## src/rtl/core_id_ex_pkg.sv

```systemverilog
// Shared definitions for the ID/EX stage: datapath defaults and the ALU opcode encoding.
// The opcode values are the ones the execute ALU decodes from ex_alu_ctrl.
package core_id_ex_pkg;

    localparam int XLEN_DEF   = 32;
    localparam int REG_AW_DEF = 5;
    localparam int ALU_CTRL_W = 4;

    localparam logic [ALU_CTRL_W-1:0] ALU_ADD_OPCODE  = 4'd0;
    localparam logic [ALU_CTRL_W-1:0] ALU_SUB_OPCODE  = 4'd1;
    localparam logic [ALU_CTRL_W-1:0] ALU_SLL_OPCODE  = 4'd2;
    localparam logic [ALU_CTRL_W-1:0] ALU_SLT_OPCODE  = 4'd3;
    localparam logic [ALU_CTRL_W-1:0] ALU_SLTU_OPCODE = 4'd4;
    localparam logic [ALU_CTRL_W-1:0] ALU_XOR_OPCODE  = 4'd5;
    localparam logic [ALU_CTRL_W-1:0] ALU_SRL_OPCODE  = 4'd6;
    localparam logic [ALU_CTRL_W-1:0] ALU_SRA_OPCODE  = 4'd7;
    localparam logic [ALU_CTRL_W-1:0] ALU_OR_OPCODE   = 4'd8;
    localparam logic [ALU_CTRL_W-1:0] ALU_AND_OPCODE  = 4'd9;
    localparam logic [ALU_CTRL_W-1:0] ALU_LUI_OPCODE  = 4'd10;

endpackage

```

## src/rtl/core_id_ex_if.sv

```systemverilog
// Bundle of every ID-side, EX-side and bypass signal around the ID/EX stage.
// Handshake: an ID instruction moves when id_valid & id_ready; the EX entry retires when ex_valid & ex_ready.
interface core_id_ex_if
    import core_id_ex_pkg::*;
#(
    parameter int XLEN   = XLEN_DEF,
    parameter int REG_AW = REG_AW_DEF
);
    logic                  id_valid;
    logic                  id_ready;
    logic [ALU_CTRL_W-1:0] id_alu_ctrl;
    logic [REG_AW-1:0]     id_rs1_addr;
    logic [REG_AW-1:0]     id_rs2_addr;
    logic                  id_rs1_used;
    logic                  id_rs2_used;
    logic [XLEN-1:0]       id_rs1_data;
    logic [XLEN-1:0]       id_rs2_data;
    logic [REG_AW-1:0]     id_rd_addr;
    logic                  id_rd_wen;
    logic                  id_is_load;
    logic [XLEN-1:0]       id_imm;
    logic                  id_use_imm;
    logic [XLEN-1:0]       id_pc;
    logic                  id_use_pc;
    logic                  flush;

    logic                  ex_ready;
    logic                  ex_valid;
    logic [ALU_CTRL_W-1:0] ex_alu_ctrl;
    logic [XLEN-1:0]       ex_oprend_1;
    logic [XLEN-1:0]       ex_oprend_2;
    logic [XLEN-1:0]       ex_store_data;
    logic [REG_AW-1:0]     ex_rd_addr;
    logic                  ex_rd_wen;
    logic                  ex_is_load;
    logic [XLEN-1:0]       ex_alu_result;

    logic [REG_AW-1:0]     mem_rd_addr;
    logic                  mem_rd_wen;
    logic [XLEN-1:0]       mem_result;
    logic [REG_AW-1:0]     wb_rd_addr;
    logic                  wb_rd_wen;
    logic [XLEN-1:0]       wb_result;

    // Environment side: decoder, ALU and later pipeline stages.
    modport master (
        output id_valid, id_alu_ctrl, id_rs1_addr, id_rs2_addr, id_rs1_used, id_rs2_used,
        output id_rs1_data, id_rs2_data, id_rd_addr, id_rd_wen, id_is_load,
        output id_imm, id_use_imm, id_pc, id_use_pc, flush,
        output ex_ready, ex_alu_result,
        output mem_rd_addr, mem_rd_wen, mem_result, wb_rd_addr, wb_rd_wen, wb_result,
        input  id_ready, ex_valid, ex_alu_ctrl, ex_oprend_1, ex_oprend_2, ex_store_data,
        input  ex_rd_addr, ex_rd_wen, ex_is_load
    );

    // The ID/EX stage itself.
    modport slave (
        input  id_valid, id_alu_ctrl, id_rs1_addr, id_rs2_addr, id_rs1_used, id_rs2_used,
        input  id_rs1_data, id_rs2_data, id_rd_addr, id_rd_wen, id_is_load,
        input  id_imm, id_use_imm, id_pc, id_use_pc, flush,
        input  ex_ready, ex_alu_result,
        input  mem_rd_addr, mem_rd_wen, mem_result, wb_rd_addr, wb_rd_wen, wb_result,
        output id_ready, ex_valid, ex_alu_ctrl, ex_oprend_1, ex_oprend_2, ex_store_data,
        output ex_rd_addr, ex_rd_wen, ex_is_load
    );

endinterface

```

## src/rtl/core_fwd_sel.sv

```systemverilog
// Resolves one source operand against the EX/MEM/WB writers and flags when it must stall.
// CORE_ID_EX_FORWARD_EN selects the bypass network; otherwise any pending writer stalls.
module core_fwd_sel
    import core_id_ex_pkg::*;
#(
    parameter int XLEN   = XLEN_DEF,
    parameter int REG_AW = REG_AW_DEF
) (
    input  logic [REG_AW-1:0] rs_addr_i,
    input  logic [XLEN-1:0]   rf_data_i,
    input  logic              ex_valid_i,
    input  logic [REG_AW-1:0] ex_rd_addr_i,
    input  logic              ex_rd_wen_i,
    input  logic              ex_is_load_i,
    input  logic [XLEN-1:0]   ex_result_i,
    input  logic [REG_AW-1:0] mem_rd_addr_i,
    input  logic              mem_rd_wen_i,
    input  logic [XLEN-1:0]   mem_result_i,
    input  logic [REG_AW-1:0] wb_rd_addr_i,
    input  logic              wb_rd_wen_i,
    input  logic [XLEN-1:0]   wb_result_i,
    output logic [XLEN-1:0]   data_o,
    output logic              stall_o
);
    logic nonzero;
    logic ex_hit;
    logic mem_hit;
    logic wb_hit;

    assign nonzero = (rs_addr_i != '0);
    assign ex_hit  = nonzero && ex_valid_i && ex_rd_wen_i && (ex_rd_addr_i == rs_addr_i);
    assign mem_hit = nonzero && mem_rd_wen_i && (mem_rd_addr_i == rs_addr_i);
    assign wb_hit  = nonzero && wb_rd_wen_i && (wb_rd_addr_i == rs_addr_i);

`ifdef CORE_ID_EX_FORWARD_EN
    // Youngest producer wins; a load in EX has no data yet, so it stalls instead.
    always_comb begin
        data_o = rf_data_i;
        if (!nonzero) begin
            data_o = '0;
        end else if (ex_hit && !ex_is_load_i) begin
            data_o = ex_result_i;
        end else if (mem_hit) begin
            data_o = mem_result_i;
        end else if (wb_hit) begin
            data_o = wb_result_i;
        end
    end

    assign stall_o = ex_hit && ex_is_load_i;
`else
    assign data_o  = nonzero ? rf_data_i : '0;
    assign stall_o = ex_hit || mem_hit || wb_hit;

    logic unused_fwd;
    assign unused_fwd = ^{ex_is_load_i, ex_result_i, mem_result_i, wb_result_i};
`endif

endmodule

```

## src/rtl/core_id_ex.sv

```systemverilog
// ID/EX pipeline register: resolves operands, inserts load-use bubbles, registers ALU inputs.
// Build macro CORE_ID_EX_FORWARD_EN enables EX/MEM/WB bypass; without it, dependent sources stall.
module core_id_ex
    import core_id_ex_pkg::*;
#(
    parameter int XLEN   = XLEN_DEF,
    parameter int REG_AW = REG_AW_DEF
) (
    input  logic        clk,
    input  logic        rst,
    core_id_ex_if.slave bus
);
    logic                  ex_valid_q,    ex_valid_d;
    logic [ALU_CTRL_W-1:0] ex_alu_ctrl_q, ex_alu_ctrl_d;
    logic [XLEN-1:0]       ex_op1_q,      ex_op1_d;
    logic [XLEN-1:0]       ex_op2_q,      ex_op2_d;
    logic [XLEN-1:0]       ex_store_q,    ex_store_d;
    logic [REG_AW-1:0]     ex_rd_addr_q,  ex_rd_addr_d;
    logic                  ex_rd_wen_q,   ex_rd_wen_d;
    logic                  ex_is_load_q,  ex_is_load_d;

    logic [XLEN-1:0] fwd1;
    logic [XLEN-1:0] fwd2;
    logic            stall1;
    logic            stall2;
    logic            hazard;
    logic            pipe_free;

    core_fwd_sel #(.XLEN(XLEN), .REG_AW(REG_AW)) u_fwd_rs1 (
        .rs_addr_i     (bus.id_rs1_addr),
        .rf_data_i     (bus.id_rs1_data),
        .ex_valid_i    (ex_valid_q),
        .ex_rd_addr_i  (ex_rd_addr_q),
        .ex_rd_wen_i   (ex_rd_wen_q),
        .ex_is_load_i  (ex_is_load_q),
        .ex_result_i   (bus.ex_alu_result),
        .mem_rd_addr_i (bus.mem_rd_addr),
        .mem_rd_wen_i  (bus.mem_rd_wen),
        .mem_result_i  (bus.mem_result),
        .wb_rd_addr_i  (bus.wb_rd_addr),
        .wb_rd_wen_i   (bus.wb_rd_wen),
        .wb_result_i   (bus.wb_result),
        .data_o        (fwd1),
        .stall_o       (stall1)
    );

    core_fwd_sel #(.XLEN(XLEN), .REG_AW(REG_AW)) u_fwd_rs2 (
        .rs_addr_i     (bus.id_rs2_addr),
        .rf_data_i     (bus.id_rs2_data),
        .ex_valid_i    (ex_valid_q),
        .ex_rd_addr_i  (ex_rd_addr_q),
        .ex_rd_wen_i   (ex_rd_wen_q),
        .ex_is_load_i  (ex_is_load_q),
        .ex_result_i   (bus.ex_alu_result),
        .mem_rd_addr_i (bus.mem_rd_addr),
        .mem_rd_wen_i  (bus.mem_rd_wen),
        .mem_result_i  (bus.mem_result),
        .wb_rd_addr_i  (bus.wb_rd_addr),
        .wb_rd_wen_i   (bus.wb_rd_wen),
        .wb_result_i   (bus.wb_result),
        .data_o        (fwd2),
        .stall_o       (stall2)
    );

    // Only sources the instruction actually reads can create a dependency.
    assign pipe_free    = !ex_valid_q || bus.ex_ready;
    assign hazard       = bus.id_valid && ((bus.id_rs1_used && stall1) || (bus.id_rs2_used && stall2));
    assign bus.id_ready = !rst && pipe_free && !hazard && !bus.flush;

    always_comb begin
        ex_valid_d    = ex_valid_q;
        ex_alu_ctrl_d = ex_alu_ctrl_q;
        ex_op1_d      = ex_op1_q;
        ex_op2_d      = ex_op2_q;
        ex_store_d    = ex_store_q;
        ex_rd_addr_d  = ex_rd_addr_q;
        ex_rd_wen_d   = ex_rd_wen_q;
        ex_is_load_d  = ex_is_load_q;
        if (bus.flush) begin
            ex_valid_d = 1'b0;
        end else if (pipe_free && bus.id_valid && !hazard) begin
            ex_valid_d    = 1'b1;
            ex_alu_ctrl_d = bus.id_alu_ctrl;
            ex_op1_d      = bus.id_use_pc  ? bus.id_pc  : fwd1;
            ex_op2_d      = bus.id_use_imm ? bus.id_imm : fwd2;
            ex_store_d    = fwd2;
            ex_rd_addr_d  = bus.id_rd_addr;
            ex_rd_wen_d   = bus.id_rd_wen;
            ex_is_load_d  = bus.id_is_load;
        end else if (pipe_free) begin
            // Bubble: payload is kept but can no longer match as a writer.
            ex_valid_d  = 1'b0;
            ex_rd_wen_d = 1'b0;
        end
    end

    always_ff @(posedge clk) begin
        if (rst) begin
            ex_valid_q    <= 1'b0;
            ex_alu_ctrl_q <= '0;
            ex_op1_q      <= '0;
            ex_op2_q      <= '0;
            ex_store_q    <= '0;
            ex_rd_addr_q  <= '0;
            ex_rd_wen_q   <= 1'b0;
            ex_is_load_q  <= 1'b0;
        end else begin
            ex_valid_q    <= ex_valid_d;
            ex_alu_ctrl_q <= ex_alu_ctrl_d;
            ex_op1_q      <= ex_op1_d;
            ex_op2_q      <= ex_op2_d;
            ex_store_q    <= ex_store_d;
            ex_rd_addr_q  <= ex_rd_addr_d;
            ex_rd_wen_q   <= ex_rd_wen_d;
            ex_is_load_q  <= ex_is_load_d;
        end
    end

    assign bus.ex_valid      = ex_valid_q;
    assign bus.ex_alu_ctrl   = ex_alu_ctrl_q;
    assign bus.ex_oprend_1   = ex_op1_q;
    assign bus.ex_oprend_2   = ex_op2_q;
    assign bus.ex_store_data = ex_store_q;
    assign bus.ex_rd_addr    = ex_rd_addr_q;
    assign bus.ex_rd_wen     = ex_rd_wen_q;
    assign bus.ex_is_load    = ex_is_load_q;

endmodule

```

## src/flat_wrapper.sv

```systemverilog
// flat-port wrapper written by rule: the top's interface ports become plain ports
module core_id_ex_flat import core_id_ex_pkg::*;
#(
    parameter int XLEN   = XLEN_DEF,
    parameter int REG_AW = REG_AW_DEF
)
  (clk, rst, bus_id_valid, bus_id_alu_ctrl, bus_id_rs1_addr, bus_id_rs2_addr, bus_id_rs1_used, bus_id_rs2_used, bus_id_rs1_data, bus_id_rs2_data, bus_id_rd_addr, bus_id_rd_wen, bus_id_is_load, bus_id_imm, bus_id_use_imm, bus_id_pc, bus_id_use_pc, bus_flush, bus_ex_ready, bus_ex_alu_result, bus_mem_rd_addr, bus_mem_rd_wen, bus_mem_result, bus_wb_rd_addr, bus_wb_rd_wen, bus_wb_result, bus_id_ready, bus_ex_valid, bus_ex_alu_ctrl, bus_ex_oprend_1, bus_ex_oprend_2, bus_ex_store_data, bus_ex_rd_addr, bus_ex_rd_wen, bus_ex_is_load);
  core_id_ex_if #(.XLEN(XLEN), .REG_AW(REG_AW)) bus_i ();
  input  logic clk;
  input  logic rst;
  input wire logic [$bits(bus_i.id_valid)-1:0] bus_id_valid;
  input wire logic [$bits(bus_i.id_alu_ctrl)-1:0] bus_id_alu_ctrl;
  input wire logic [$bits(bus_i.id_rs1_addr)-1:0] bus_id_rs1_addr;
  input wire logic [$bits(bus_i.id_rs2_addr)-1:0] bus_id_rs2_addr;
  input wire logic [$bits(bus_i.id_rs1_used)-1:0] bus_id_rs1_used;
  input wire logic [$bits(bus_i.id_rs2_used)-1:0] bus_id_rs2_used;
  input wire logic [$bits(bus_i.id_rs1_data)-1:0] bus_id_rs1_data;
  input wire logic [$bits(bus_i.id_rs2_data)-1:0] bus_id_rs2_data;
  input wire logic [$bits(bus_i.id_rd_addr)-1:0] bus_id_rd_addr;
  input wire logic [$bits(bus_i.id_rd_wen)-1:0] bus_id_rd_wen;
  input wire logic [$bits(bus_i.id_is_load)-1:0] bus_id_is_load;
  input wire logic [$bits(bus_i.id_imm)-1:0] bus_id_imm;
  input wire logic [$bits(bus_i.id_use_imm)-1:0] bus_id_use_imm;
  input wire logic [$bits(bus_i.id_pc)-1:0] bus_id_pc;
  input wire logic [$bits(bus_i.id_use_pc)-1:0] bus_id_use_pc;
  input wire logic [$bits(bus_i.flush)-1:0] bus_flush;
  input wire logic [$bits(bus_i.ex_ready)-1:0] bus_ex_ready;
  input wire logic [$bits(bus_i.ex_alu_result)-1:0] bus_ex_alu_result;
  input wire logic [$bits(bus_i.mem_rd_addr)-1:0] bus_mem_rd_addr;
  input wire logic [$bits(bus_i.mem_rd_wen)-1:0] bus_mem_rd_wen;
  input wire logic [$bits(bus_i.mem_result)-1:0] bus_mem_result;
  input wire logic [$bits(bus_i.wb_rd_addr)-1:0] bus_wb_rd_addr;
  input wire logic [$bits(bus_i.wb_rd_wen)-1:0] bus_wb_rd_wen;
  input wire logic [$bits(bus_i.wb_result)-1:0] bus_wb_result;
  output wire logic [$bits(bus_i.id_ready)-1:0] bus_id_ready;
  output wire logic [$bits(bus_i.ex_valid)-1:0] bus_ex_valid;
  output wire logic [$bits(bus_i.ex_alu_ctrl)-1:0] bus_ex_alu_ctrl;
  output wire logic [$bits(bus_i.ex_oprend_1)-1:0] bus_ex_oprend_1;
  output wire logic [$bits(bus_i.ex_oprend_2)-1:0] bus_ex_oprend_2;
  output wire logic [$bits(bus_i.ex_store_data)-1:0] bus_ex_store_data;
  output wire logic [$bits(bus_i.ex_rd_addr)-1:0] bus_ex_rd_addr;
  output wire logic [$bits(bus_i.ex_rd_wen)-1:0] bus_ex_rd_wen;
  output wire logic [$bits(bus_i.ex_is_load)-1:0] bus_ex_is_load;
  assign bus_i.id_valid = bus_id_valid;
  assign bus_i.id_alu_ctrl = bus_id_alu_ctrl;
  assign bus_i.id_rs1_addr = bus_id_rs1_addr;
  assign bus_i.id_rs2_addr = bus_id_rs2_addr;
  assign bus_i.id_rs1_used = bus_id_rs1_used;
  assign bus_i.id_rs2_used = bus_id_rs2_used;
  assign bus_i.id_rs1_data = bus_id_rs1_data;
  assign bus_i.id_rs2_data = bus_id_rs2_data;
  assign bus_i.id_rd_addr = bus_id_rd_addr;
  assign bus_i.id_rd_wen = bus_id_rd_wen;
  assign bus_i.id_is_load = bus_id_is_load;
  assign bus_i.id_imm = bus_id_imm;
  assign bus_i.id_use_imm = bus_id_use_imm;
  assign bus_i.id_pc = bus_id_pc;
  assign bus_i.id_use_pc = bus_id_use_pc;
  assign bus_i.flush = bus_flush;
  assign bus_i.ex_ready = bus_ex_ready;
  assign bus_i.ex_alu_result = bus_ex_alu_result;
  assign bus_i.mem_rd_addr = bus_mem_rd_addr;
  assign bus_i.mem_rd_wen = bus_mem_rd_wen;
  assign bus_i.mem_result = bus_mem_result;
  assign bus_i.wb_rd_addr = bus_wb_rd_addr;
  assign bus_i.wb_rd_wen = bus_wb_rd_wen;
  assign bus_i.wb_result = bus_wb_result;
  assign bus_id_ready = bus_i.id_ready;
  assign bus_ex_valid = bus_i.ex_valid;
  assign bus_ex_alu_ctrl = bus_i.ex_alu_ctrl;
  assign bus_ex_oprend_1 = bus_i.ex_oprend_1;
  assign bus_ex_oprend_2 = bus_i.ex_oprend_2;
  assign bus_ex_store_data = bus_i.ex_store_data;
  assign bus_ex_rd_addr = bus_i.ex_rd_addr;
  assign bus_ex_rd_wen = bus_i.ex_rd_wen;
  assign bus_ex_is_load = bus_i.ex_is_load;
  core_id_ex #(.XLEN(XLEN), .REG_AW(REG_AW)) u_core (.clk(clk), .rst(rst), .bus(bus_i));
endmodule
```

## config.mk

```make
export PLATFORM = sky130hd
export DESIGN_NAME = core_id_ex_flat
export DESIGN_NICKNAME = d
export VERILOG_FILES = /design/src/rtl/core_id_ex_pkg.sv /design/src/rtl/core_id_ex_if.sv /design/src/rtl/core_fwd_sel.sv /design/src/rtl/core_id_ex.sv /design/src/flat_wrapper.sv
export SDC_FILE = /design/constraint.sdc
export NUM_CORES = 1
export LEC_CHECK = 0
export BUFFER_PORTS_ARGS = -buffer_cell sky130_fd_sc_hd__buf_4
export CORE_ASPECT_RATIO = 1.25
export CORE_MARGIN = 2
export CORE_UTILIZATION = 25
export DETAILED_ROUTE_END_ITERATION = 16
export GPL_TIMING_DRIVEN = 0
export PLACE_DENSITY = 0.6
export SETUP_SLACK_MARGIN = 0.05
export SLEW_MARGIN = 25
export SYNTH_ARGS = -nofsm -noshare
export SYNTH_HDL_FRONTEND = slang
export SYNTH_SLANG_ARGS = --single-unit
export TNS_END_PERCENT = 20
```

## constraint.sdc

```tcl
create_clock -name clk -period 2.3 [get_ports clk]
set_input_delay 0 -clock clk [delete_from_list [all_inputs] [get_ports clk]]
set_output_delay 0 -clock clk [all_outputs]
set_load 0.02 [all_outputs]
```

**Word-level counts from Yosys, hierarchy flattened**

Index checks and enable logic that the tools add are counted.

- Output and inout bits: 109
- Input port bits: 266
- Register bits: 108
- Logic and storage cells: 60

- Reduce and logical (&&, ||, !) cells: 38
- Equality and inequality tests: 6
- Bitwise logic cells: 1
- Mux-type cells: 7

Operators by type and width:

| cell | count |
|---|---|
| 32-bit two-way mux | 4 |
| 5-bit == test | 6 |
| 1-bit logical AND | 22 |
| 5-bit nonzero test | 2 |
| 1-bit logical OR | 6 |
| 1-bit zero test | 4 |
| 2-bit AND reduction | 2 |
| 1-bit two-way mux | 3 |
| 2-bit nonzero test | 1 |
| 2-bit OR reduction | 1 |
| 1-bit NOT | 1 |

**Depth between registers and ports, before layout**

Gate-level depths: netlist of the first run.

- Depth in word-level cells: 13
- Depth in mapped cells: 8
- Mapped depth without buffers: 6

**Hierarchy**

From an unflattened synthesis of the first run, not the netlist that was laid out.

- Cell total of the unflattened synthesis: 622
- Area, all modules: 6,053.3 sq um

By module, submodules not included:

| module | instances | sequential area each (sq um) | cells each | area an instance (sq um) |
|---|---|---|---|---|
| core_id_ex | 1 | 2,162.1 | 504 | 5,212.5 |
| core_fwd_sel | 2 | 0.0 | 59 | 420.4 |

**Least setup slack after synthesis of the first run**

Ideal clock, no wire load.

- Path kind: register to register
- Start: reg u_core.ex_rd_addr_q[2], in the netlist u_core.bus.ex_rd_addr[2]
- End: reg u_core.ex_store_q[10], in the netlist u_core.bus.ex_store_data[10]
- Path slack: 0.250 ns
- Cell stages (with the launch flop): 8
- Library setup time: 0.121 ns
- Clock period less this slack: 2.050 ns
- Buffers on the path: 1
- Data arrival time: 1.930 ns
- Required time: 2.179 ns
- Path through: dfxtp_1 > xnor2_1 > nand4_1 > nor3_1 > o311a_1 > nor3_4 > buf_2 > mux2_2

- Cells in the longest elaborated chain, start to end: 10
- Elaborated cells on any way between the ends: 15
- Those cells by class: 2 x eq/ne; 13 x reduce/logical

RTL lines:

| item | RTL line | RTL |
|---|---|---|
| from (decl) | core_id_ex.sv:18 | `logic [REG_AW-1:0] ex_rd_addr_q, ex_rd_addr_d;` |
| from (signal assigned) | core_id_ex.sv:113 | `ex_rd_addr_q <= ex_rd_addr_d;` |
| 5-bit == test | core_fwd_sel.sv:31 | `assign ex_hit = nonzero && ex_valid_i && ex_rd_wen_i && (ex_rd_addr_i == rs_addr_i);` |
| 1-bit logical AND | core_fwd_sel.sv:31 |  |
| 1-bit logical OR (2 in series) | core_fwd_sel.sv:53 | `assign stall_o = ex_hit \|\| mem_hit \|\| wb_hit;` |
| 1-bit logical AND | core_id_ex.sv:67 | `assign hazard = bus.id_valid && ((bus.id_rs1_used && stall1) \|\| (bus.id_rs2_used && stall2));` |
| 1-bit logical OR (*) | core_id_ex.sv:67 |  |
| 1-bit logical AND (*) | core_id_ex.sv:67 |  |
| 1-bit zero test (*) | core_id_ex.sv:81 | `end else if (pipe_free && bus.id_valid && !hazard) begin` |
| 1-bit logical AND (*) | core_id_ex.sv:81 |  |
| 2-bit AND reduction (no line) (*) | -- |  |
| to (signal assigned) | core_id_ex.sv:112 | `ex_store_q <= ex_store_d;` |
| to (decl) | core_id_ex.sv:17 | `logic [XLEN-1:0] ex_store_q, ex_store_d;` |

Mark *: on every way between the ends. The rest lies on a longest branch, timed or not.
A chain may end at the register's enable or synchronous reset.

**Worst setup path after layout of the first run**

- Start: reg u_core.ex_valid_q, in the netlist u_core.bus.ex_valid
- End: reg u_core.ex_op1_q[23], in the netlist u_core.bus.ex_oprend_1[23]

- Cells in the longest elaborated chain, start to end: 11
- Elaborated cells on any way between the ends: 20
- Those cells by class: 20 x reduce/logical

RTL lines:

| item | RTL line | RTL |
|---|---|---|
| from (decl) | core_id_ex.sv:13 | `logic ex_valid_q, ex_valid_d;` |
| from (signal assigned) | core_id_ex.sv:108 | `ex_valid_q <= ex_valid_d;` |
| 1-bit logical AND (3 in series) | core_fwd_sel.sv:31 |  |
| 1-bit logical OR (2 in series) | core_fwd_sel.sv:53 |  |
| 1-bit logical AND | core_id_ex.sv:67 |  |
| 1-bit logical OR | core_id_ex.sv:67 |  |
| 1-bit logical AND | core_id_ex.sv:67 |  |
| 1-bit zero test | core_id_ex.sv:81 |  |
| 1-bit logical AND (*) | core_id_ex.sv:81 |  |
| 2-bit AND reduction (no line) (*) | -- |  |
| to (signal assigned) | core_id_ex.sv:110 | `ex_op1_q <= ex_op1_d;` |
| to (decl) | core_id_ex.sv:15 | `logic [XLEN-1:0] ex_op1_q, ex_op1_d;` |

Marked as above.

==> results of run 1 <==
cells in the mapped netlist (2+ instances only):
master	count
dfxtp_1	108
a22oi_1	32
buf_2	20
o311ai_1	2
a211oi_1	65
nor4_1	4
mux2_2	31
nor2_1	66
and3_1	4
o311a_1	2
o31ai_1	10
clkbuf_1	47
a21oi_1	43
buf_1	3
nand2_1	36
xor2_1	18
xnor2_1	12
nand4_1	12
nor2b_1	33
nor3_1	4
a31oi_1	64
cell usage in the layout, fill, tap and decap left out, drive strengths merged:
cell type    Yosys  final
a211oi          65     65
a21oi           43     43
a22oi           32     32
a31oi           64     64
and2             1      1
and3             4      4
and3b            1      1
buf             23    292
clkbuf          47     64
clkinv           0      4
dfxtp          108    108
dlygate4sd3      0     36
inv              1      3
mux2            32     32
nand2           36     36
nand2b           1      1
nand3            1      1
nand3b           1      1
nand4           12     12
nor2            66     66
nor2b           33     33
nor3             5      5
nor4             4      4
o21ai            1      1
o311a            2      2
o311ai           2      2
o31ai           10     10
o32ai            1      1
xnor2           12     12
xor2            18     18
worst max-delay path, cell delays in order (launching register included):
cell and delay, ns:
dfxtp_1 0.36, nand2b_1 0.11, nor2b_1 0.28, and2_1 0.19
clkbuf_2 0.33, clkbuf_1 0.42, a31oi_1 0.14, a211oi_1 0.23
cells by family after synthesis:
family                 count (synthesis)  synth area share (%)
AO/OA/AOI/OAI                        220                  27.6
AND/OR/NAND/NOR                      165                  14.7
flip-flops                           108                  40.6
buffers and inverters                 71                  5.47
multiplexers                          32                  6.76
XOR/XNOR                              30                  4.93
final cells by class:
class	count	area [um^2]	share of cell area, %
multi-input cells	447	2930	34.5
repair buffers	312	2440	28.8
flip-flops and latches	108	2170	25.5
well taps	274	343	4.04
plain buffers	70	324	3.82
clock buffers	10	229	2.70
clock inverters	6	48.8	0.575
inverters	1	3.75	0.0442
worst min path at each step:
stage	startpoint	endpoint	cells after the start
after floorplan	bus_flush	u_core.bus.ex_valid	1
after CTS	bus_id_rs2_data[7]	u_core.bus.ex_store_data[7]	4
final	bus_id_rs1_data[30]	u_core.bus.ex_oprend_1[30]	3
after detailed placement	bus_flush	u_core.bus.ex_valid	2
after global placement	bus_flush	u_core.bus.ex_valid	2
after global routing	bus_id_rs1_data[30]	u_core.bus.ex_oprend_1[30]	3
through the flow:
| stage | utilization (%) | power, W | setup slack [ns] | TNS, ns |
|---|---|---|---|---|
| 3_5_place_dp | 37.0 | 0.00330 | -0.192 | -9.73 |
| 3_3_place_gp | 37.0 | 0.00329 | -0.168 | -8.01 |
| 4_1_cts | 40.3 | 0.00491 | 0.0486 | 0 |
| 6_report | 40.6 | 0.00485 | 0.143 | 0 |
| 2_1_floorplan | - | 0.00270 | 0.250 | 0 |
| 5_1_grt | 40.6 | 0.00508 | 0.0312 | 0 |
per-layer routing:
layer  vias up  part of all wire, %
met3        30                  6.2
met2       224                   50
li1       2959                    -
met1      2939                   41
met5         -                    0
met4         0                  2.0
where the power goes:
| group | leakage, nW | internal, W | total [W] | switching [W] |
|---|---|---|---|---|
| clock network | 0.137 | 0.000750 | 0.00152 | 0.000775 |
| logic | 2.65 | 0.000614 | 0.00125 | 0.000640 |
| registers | 0.889 | 0.00199 | 0.00207 | 0.0000744 |
flip-flops by register name, summed over array words and instances (netlist names):
name,cells
u_core.bus.ex_rd_addr,5
u_core.bus.ex_valid,1
u_core.bus.ex_oprend_2,32
u_core.bus.ex_is_load,1
u_core.bus.ex_rd_wen,1
u_core.bus.ex_alu_ctrl,4
u_core.bus.ex_oprend_1,32
u_core.bus.ex_store_data,32
timing repair:
action                                 in CTS  in global routing
setup endpoints to repair                  94                 90
buffers inserted                            1                  0
endpoints found under the hold margin      34                  0
gates resized for setup                    12                 19
pin swaps                                   3                  1
hold buffers                               36                  0
==> impl_metrics.csv, run 1 <==
group,metric,value,unit
status,status,"finished clean",
clocking,cts_buffers,9,
sta,slew_viol_final,0,
power,cellPowerDensity,571,nW/um^2
placed_design,routabilityCongestion,0.826,
layout,nNetsFinal,1215,
logic_synthesis,synth_seq_cells,108,
logic_synthesis,syn_nets,892,
logic_synthesis,syn_inst,626,
global_route,groute.layer.met1.usage,22.8,%
global_route,gr-usage-all-layers,19.1,%
detailed_routing,drtAntennaViolNets,0,
setup_path,reg2reg_from,"u_core.bus.ex_valid",
floorplanning,start_util,25.5,%
setup_path,worstSetupEndpoint,"u_core.bus.ex_oprend_1[23]",
floorplanning,die_x,135,um
clocking,cts.sink_count,108,
setup_path,crit_fanout,10,
setup_path,setup.worst_path.start,"u_core.bus.ex_valid",
sta,rsz0062_at_grt,"yes",
global_route,overflow,0,
placed_design,place_area,7740,um^2
placed_design,post-place-cells,1175,
placed_design,dp_hpwl,16900,um
setup_path,startpoint_type,"flop",
clocking,root_buffer,"clkbuf_16",
clocking,worstSkewPairLatency,0.35,ns
layout,area_growth,59.2,%
floorplanning,coreArea,20900,um^2
sta,fin_crit,2.16,ns
global_route,grt_pass1_vias,6170,
clocking,clk_pin_slew_worst_paths,0.08,ns
run,max-cap-violations,0,
setup_path,arrival,2.43,ns
floorplanning,row_count,59,
floorplanning,pin_count,375,
layout,design_area,8490,um^2
floorplanning,die_y,167,um
detailed_routing,firstDrtPassIters,4,
detailed_routing,vias,6152,
logic_synthesis,synthTopCellsByArea,"dfxtp_1 41%, a211oi_1 9.2%, a31oi_1 7.5%",
detailed_routing,wl_per_cell,18.4,um
placed_design,io_buffers,275,
detailed_routing,drc_errors,0,
sta,tightest_slew,0.725,ns
sta,clock.fmax,464,MHz
logic_synthesis,synth_area,5330,um^2
clocking,cts_tree,"built",
layout,final_cells,1228,
sta,relSlewSlack,51.7,%
setup_path,reg2reg_to,"u_core.bus.ex_oprend_1[23]",
layout,nFillCells,2156,
hold_path,hold_class,"in2reg",
global_route,grt_max_degree,19,
logic_synthesis,ys_seq_area_share,40.6,%
floorplanning,fp.dieArea,22500,um^2
setup_path,ff2ff_path_depth,7,
global_route,busiest_layer,"met2",
logic_synthesis,yosys_warnings,0,
logic_synthesis,ys_types,31,
logic_synthesis,synth_ff_type,"dfxtp_1",
sta,setup-violations-final,0,
sta,fin_skew,0.00818,ns
clocking,clk_path_buf_depth,2,
setup_path,end_kind,"flop",
global_route,antenna_found_initial,0,
layout,drive_gt1_share,37.6,%
detailed_routing,drt_wl_total,22600,um
logic_synthesis,yosysTopAreaCell,"dfxtp_1",
global_route,grt_first_pass_wirelength,33900,um
setup_path,r2r_slack,0.14,ns
detailed_routing,vias_per_cell,5.01,
global_route,grtUsageMet3,4.48,%
logic_synthesis,synth_edf_count,0,
global_route,grtUsageMet2,33.8,%
setup_path,cp.required,2.57,ns
sta,post-route-period-util,93.8,%
sta,hold_violations,0,
setup_path,critPathKind,"reg2reg",
power,leakage,3.68,nW
logic_synthesis,syn-mean-instance-area,8.52,um^2
detailed_routing,first_iter_violations,286,
layout,diodes,0,
clocking,htreeDepth,3,
sta,holdWs,0.0120,ns
power,ir_drop,0.000284,V
logic_synthesis,async_flop_share,0,%
logic_synthesis,synth_top_area_share,40.6,%
Note: power is estimated with default switching activity, not from simulation.
==> run 2, diff against run 1 <==
- clock period: 2.3 -> 2.4 ns (I/O delays scaled with it)
==> impl_metrics.csv, run 2 (synthesized netlist as in run 1, its figures left out) <==
group,metric,value,unit
layout,design_area,8450,um^2
layout,diodes,0,
clocking,htreeDepth,3,
sta,setup-violations-final,0,
clocking,cts_buffers,9,
placed_design,place_area,7740,um^2
floorplanning,row_count,59,
clocking,cts.sink_count,108,
sta,hold_violations,0,
clocking,root_buffer,"clkbuf_16",
placed_design,routabilityCongestion,0.826,
sta,fin_crit,2.22,ns
sta,relSlewSlack,53.2,%
floorplanning,fp.dieArea,22500,um^2
sta,rsz0062_at_grt,"no",
power,cellPowerDensity,549,nW/um^2
setup_path,worstPathCellList,"xnor2_1 -> nand4_1 -> nor3_2 -> o311a_1 -> nor3_4 -> buf_12 -> buf_2 -> mux2_2",
placed_design,io_buffers,275,
setup_path,critPathMaxStageDelay,0.44,ns
global_route,grt_first_pass_wirelength,33900,um
clocking,worstSkewPairLatency,0.35,ns
layout,area_growth,58.6,%
floorplanning,die_y,167,um
run,max-cap-violations,0,
detailed_routing,vias_per_cell,5.02,
floorplanning,start_util,25.5,%
detailed_routing,drc_errors,0,
clocking,clk_pin_slew_worst_paths,0.08,ns
status,status,"finished clean",
layout,final_cell_mix,"279 x buf_4, 108 x dfxtp_1, 66 x nor2_1, 65 x a211oi_1, 64 x a31oi_1",
setup_path,critPathBufInv,2,
detailed_routing,first_iter_violations,315,
setup_path,crit_family,"flip-flops",
power,ir_drop,0.000271,V
layout,drive_gt1_share,36.9,%
detailed_routing,wl_met3,1440,um
setup_path,cp.required,2.64,ns
placed_design,dp_hpwl,16900,um
setup_path,end_kind,"flop",
global_route,antenna_found_initial,0,
setup_path,r2r_slack,0.18,ns
setup_path,arrival,2.45,ns
floorplanning,coreArea,20900,um^2
setup_path,crit_fanout,10,
floorplanning,pin_count,375,
global_route,overflow,0,
detailed_routing,firstDrtPassIters,4,
power,leakage,3.67,nW
detailed_routing,wl_per_cell,18.4,um
detailed_routing,vias,6167,
detailed_routing,drt_wl_total,22600,um
detailed_routing,m1WireLength,9300,um
sta,slew_viol_final,0,
global_route,gr-usage-all-layers,19.2,%
clocking,cts_tree,"built",
global_route,grt_pass1_vias,6169,
layout,layout_commonest_cell,"buf_4",
sta,post-route-period-util,92.3,%
floorplanning,die_x,135,um
layout,finish.utilization,40.5,%
setup_path,crit_slowest_cell,"dfxtp_1",
sta,tightest_slew,0.701,ns
setup_path,critPathKind,"reg2reg",
sta,fin_skew,0.00803,ns
hold_path,hold_class,"in2reg",
detailed_routing,highest_layer,"met4",
layout,nNetsFinal,1216,
global_route,grt_max_degree,19,
clocking,clk_path_buf_depth,2,
detailed_routing,drtAntennaViolNets,0,
setup_path,startpoint_type,"flop",
sta,clock.fmax,451,MHz
layout,nFillCells,2163,
detailed_routing,dr_wl_met2,11400,um
[run 2: worst register-to-register path: stages, from the launching register on]
cell	delay [ns]
dfxtp_1	0.44
xnor2_1	0.10
nand4_1	0.12
nor3_2	0.07
o311a_1	0.36
nor3_4	0.24
buf_12	0.15
buf_2	0.26
mux2_2	0.37
[run 2: routing by layer]
| layer | up-vias | global-route usage [%] |
|---|---|---|
| met3 | 28 | 4.48 |
| li1 | 2967 | - |
| met1 | 2936 | 22.8 |
| met5 | - | 0 |
| met4 | 0 | 6.00 |
| met2 | 236 | 33.9 |
[run 2: cell type report]
class	instances	area, um^2	share of cell area (%)
inverter	1	3.75	0.0444
buffer	70	302	3.57
clock inverter	6	48.8	0.577
sequential	108	2160	25.6
tap	274	343	4.06
clock buffer	10	229	2.71
timing repair buffer	313	2450	29.0
multi-input combinational	447	2910	34.5
[run 2: final timing paths]
check                                          startpoint                            to  cells past startpoint
worst max-delay path             u_core.bus.ex_rd_addr[1]  u_core.bus.ex_store_data[21]                      8
worst max register to register   u_core.bus.ex_rd_addr[1]  u_core.bus.ex_store_data[21]                      8
worst min-delay path                  bus_id_rs1_data[30]    u_core.bus.ex_oprend_1[30]                      3
worst min register to register  u_core.bus.ex_alu_ctrl[2]     u_core.bus.ex_alu_ctrl[2]                      2
[run 2: per-stage QoR]
step           hold slack, ns  TNS, ns  setup WS (ns)  power [W]  instances
3_5_place_dp            0.181    -2.76        -0.0916    0.00316       1175
5_1_grt                0.0110        0         0.0450    0.00486       1229
3_3_place_gp            0.180    -1.46        -0.0675    0.00316       1175
4_1_cts               0.00119        0         0.0551    0.00470       1228
2_1_floorplan          0.0785        0          0.350    0.00259        626
6_report               0.0106        0          0.185    0.00464       1229
[run 2: what timing repair did]
item	in CTS	in global routing
hold endpoints to repair	34	0
pin swaps	1	1
endpoints found under the setup margin	79	79
buffers inserted	1	1
hold buffers	36	0
gates cloned	0	0
resized for setup	4	10
[run 2: where the power goes]
| group | total, W | internal [W] | switching, W | leakage (nW) |
|---|---|---|---|---|
| sequential | 0.00198 | 0.00191 | 0.0000713 | 0.887 |
| combinational | 0.00120 | 0.000585 | 0.000612 | 2.65 |
| clock | 0.00146 | 0.000719 | 0.000742 | 0.137 |
==> run 3, diff against run 2 <==
- ABC_AREA: not set -> 1
- PLACE_DENSITY: 0.6 -> 0.59
- SKIP_LAST_GASP: not set -> 1
==> impl_metrics.csv, run 3 <==
group,metric,value,unit
setup_path,setup.worst_path.start,"u_core.bus.ex_rd_wen",
logic_synthesis,yosysTopAreaCell,"dfxtp_1",
sta,clock.fmax,480,MHz
global_route,grt_max_degree,19,
global_route,grt_first_pass_wirelength,37100,um
detailed_routing,drc_errors,0,
setup_path,cp.required,2.65,ns
placed_design,io_buffers,276,
clocking,cts_buffers,9,
layout,final_cell_mix,"424 x nand2_1, 278 x buf_4, 239 x nor2_1, 162 x inv_1, 108 x dfxtp_1",
layout,diodes,0,
global_route,overflow,0,
setup_path,arrival,2.33,ns
sta,setup-violations-final,0,
clocking,cts_tree,"built",
logic_synthesis,syn-mean-instance-area,5.54,um^2
logic_synthesis,synth_edf_count,0,
layout,design_area,9700,um^2
placed_design,routabilityCongestion,0.923,
hold_path,min_from,"bus_id_imm[0]",
clocking,cts_setup_buffers,0,
sta,slew_viol_final,0,
sta,hold_violations,0,
global_route,gr-usage-all-layers,19.0,%
sta,tns,0,ns
floorplanning,row_count,63,
clocking,cts.sink_count,108,
sta,tightest_slew,0.672,ns
setup_path,end_kind,"flop",
global_route,antenna_found_initial,0,
clocking,clk_pin_slew_worst_paths,0.08,ns
logic_synthesis,synth_seq_cells,108,
layout,drive_gt1_share,21.2,%
logic_synthesis,synth_ff_type,"dfxtp_1",
logic_synthesis,ys_types,16,
layout,area_growth,62.9,%
clocking,root_buffer,"clkbuf_16",
layout,layout_commonest_cell,"nand2_1",
logic_synthesis,ys_seq_area_share,36.3,%
sta,fin_skew,0.0113,ns
detailed_routing,drtAntennaViolNets,0,
power,leakage,5.58,nW
logic_synthesis,async_flop_share,0,%
placed_design,place_area,8390,um^2
floorplanning,coreArea,23600,um^2
power,switchingPower,0.00164,W
power,ir_drop,0.000322,V
layout,nNetsFinal,1731,
status,status,"finished clean",
placed_design,post-place-cells,1643,
detailed_routing,vias,7495,
power,p_sw_share,33.0,%
run,max-cap-violations,0,
floorplanning,die_x,142,um
power,cellPowerDensity,511,nW/um^2
sta,fin_ws,0.316,ns
logic_synthesis,synth_area,5950,um^2
clocking,worstSkewPairLatency,0.36,ns
logic_synthesis,syn_inst,1075,
power,seq_power_share,40.5,%
power,p_int,0.00332,W
power,pwr-share-comb,29.6,%
floorplanning,fp.dieArea,25100,um^2
floorplanning,pin_count,375,
clocking,htreeDepth,3,
global_route,grt_pass1_vias,7264,
setup_path,reg2reg_from,"u_core.bus.ex_rd_wen",
sta,relSlewSlack,55.2,%
sta,post-route-period-util,86.8,%
detailed_routing,first_iter_violations,309,
setup_path,crit_fanout,5,
logic_synthesis,syn_nets,1341,
sta,holdWs,0.000297,ns
power,p_clk_share,29.9,%
hold_path,hold_class,"in2reg",
sta,rsz0062_at_grt,"no",
detailed_routing,drt_wl_total,24300,um
logic_synthesis,yosys_warnings,0,
floorplanning,die_y,177,um
detailed_routing,wl_per_cell,13.8,um
clocking,clk_path_buf_depth,2,
logic_synthesis,yosys-top-cells-count,"424 x nand2_1, 240 x nor2_1, 162 x inv_1",
setup_path,critPathKind,"reg2reg",
setup_path,startpoint_type,"flop",
placed_design,dp_hpwl,18100,um
floorplanning,start_util,25.3,%
logic_synthesis,synth_most_common_cell,"nand2_1",
detailed_routing,vias_per_cell,4.26,
logic_synthesis,synth_top_area_share,36.3,%
detailed_routing,firstDrtPassIters,5,
sta,fin_crit,2.08,ns
logic_synthesis,synthTopCellsByArea,"dfxtp_1 36%, nand2_1 27%, nor2_1 15%",
layout,final_cells,1761,
placed_design,post-place-ws,0.143,ns
-- run 3: metrics by stage --
step | util [%] | power [W]
after global placement | 35.6 | 0.00337
after CTS | 41.1 | 0.00500
after floorplan | - | 0.00273
after detailed placement | 35.6 | 0.00337
final | 41.1 | 0.00496
after global routing | 41.1 | 0.00524
-- run 3: cell families after synthesis --
group | count (synthesis) | synth area share (%)
AOI/OAI and AO/OA | 39 | 3.32
buffers and inverters | 216 | 14.2
DFF | 108 | 36.3
and+or+nand+nor | 712 | 46.2
-- run 3: timing repair --
action	CTS	global route
gates resized for setup	0	1
hold buffers	103	0
hold endpoints to repair	87	0
setup endpoints to repair	0	1
-- run 3: power by group through the flow --
stage	clock [W]	combinational, W	sequential [W]
finish	0.00148	0.00147	0.00201
global route	0.00160	0.00162	0.00203
CTS	0.00152	0.00148	0.00201
detailed placement	0	0.00133	0.00205
global placement	0	0.00132	0.00205
floorplan	0	0.000525	0.00221
-- run 3: path summary, 6_finish.rpt --
| kind | endpoint | slack, ns | cells after the start |
|---|---|---|---|
| hold / removal | u_core.bus.ex_oprend_2[0] | 0.0003 | 5 |
| hold reg to reg | u_core.bus.ex_store_data[4] | 0.50 | 2 |
| setup reg to reg | u_core.bus.ex_valid | 0.32 | 11 |
| setup / recovery | u_core.bus.ex_valid | 0.32 | 11 |
-- run 3: worst max-delay path, cell delays in order, from the launching register on --
cell and delay (ns):
dfxtp_1 0.36, nand2_1 0.06, inv_1 0.12, o21ai_0 0.10, nor2_1 0.16, nand3_1 0.09, nand3_1 0.09, nand2_1 0.11
nand2_1 0.11, nor2_2 0.07, o21a_1 0.16, dlygate4sd3_1 0.54
-- run 3: area by class of cell --
cell class                      instances  area (um^2)
Clock inverter                          6         48.8
Timing Repair Buffer                  379         3100
Fill cell                            2526        13900
Buffer                                 53          231
Sequential cell                       108         2160
Inverter                              163          612
Clock buffer                            9          225
Tap cell                              292          365
Multi-Input combinational cell        751         2950
-- run 3: metal layers --
metal / vias up / share of wire (%) / global-route usage [%]
li1: 3898 / - / -
met1: 3313 / 42 / 22.0
met2: 227 / 49 / 33.4
met3: 57 / 4.4 / 2.96
met4: 0 / 4.5 / 9.96
met5: - / 0 / 0
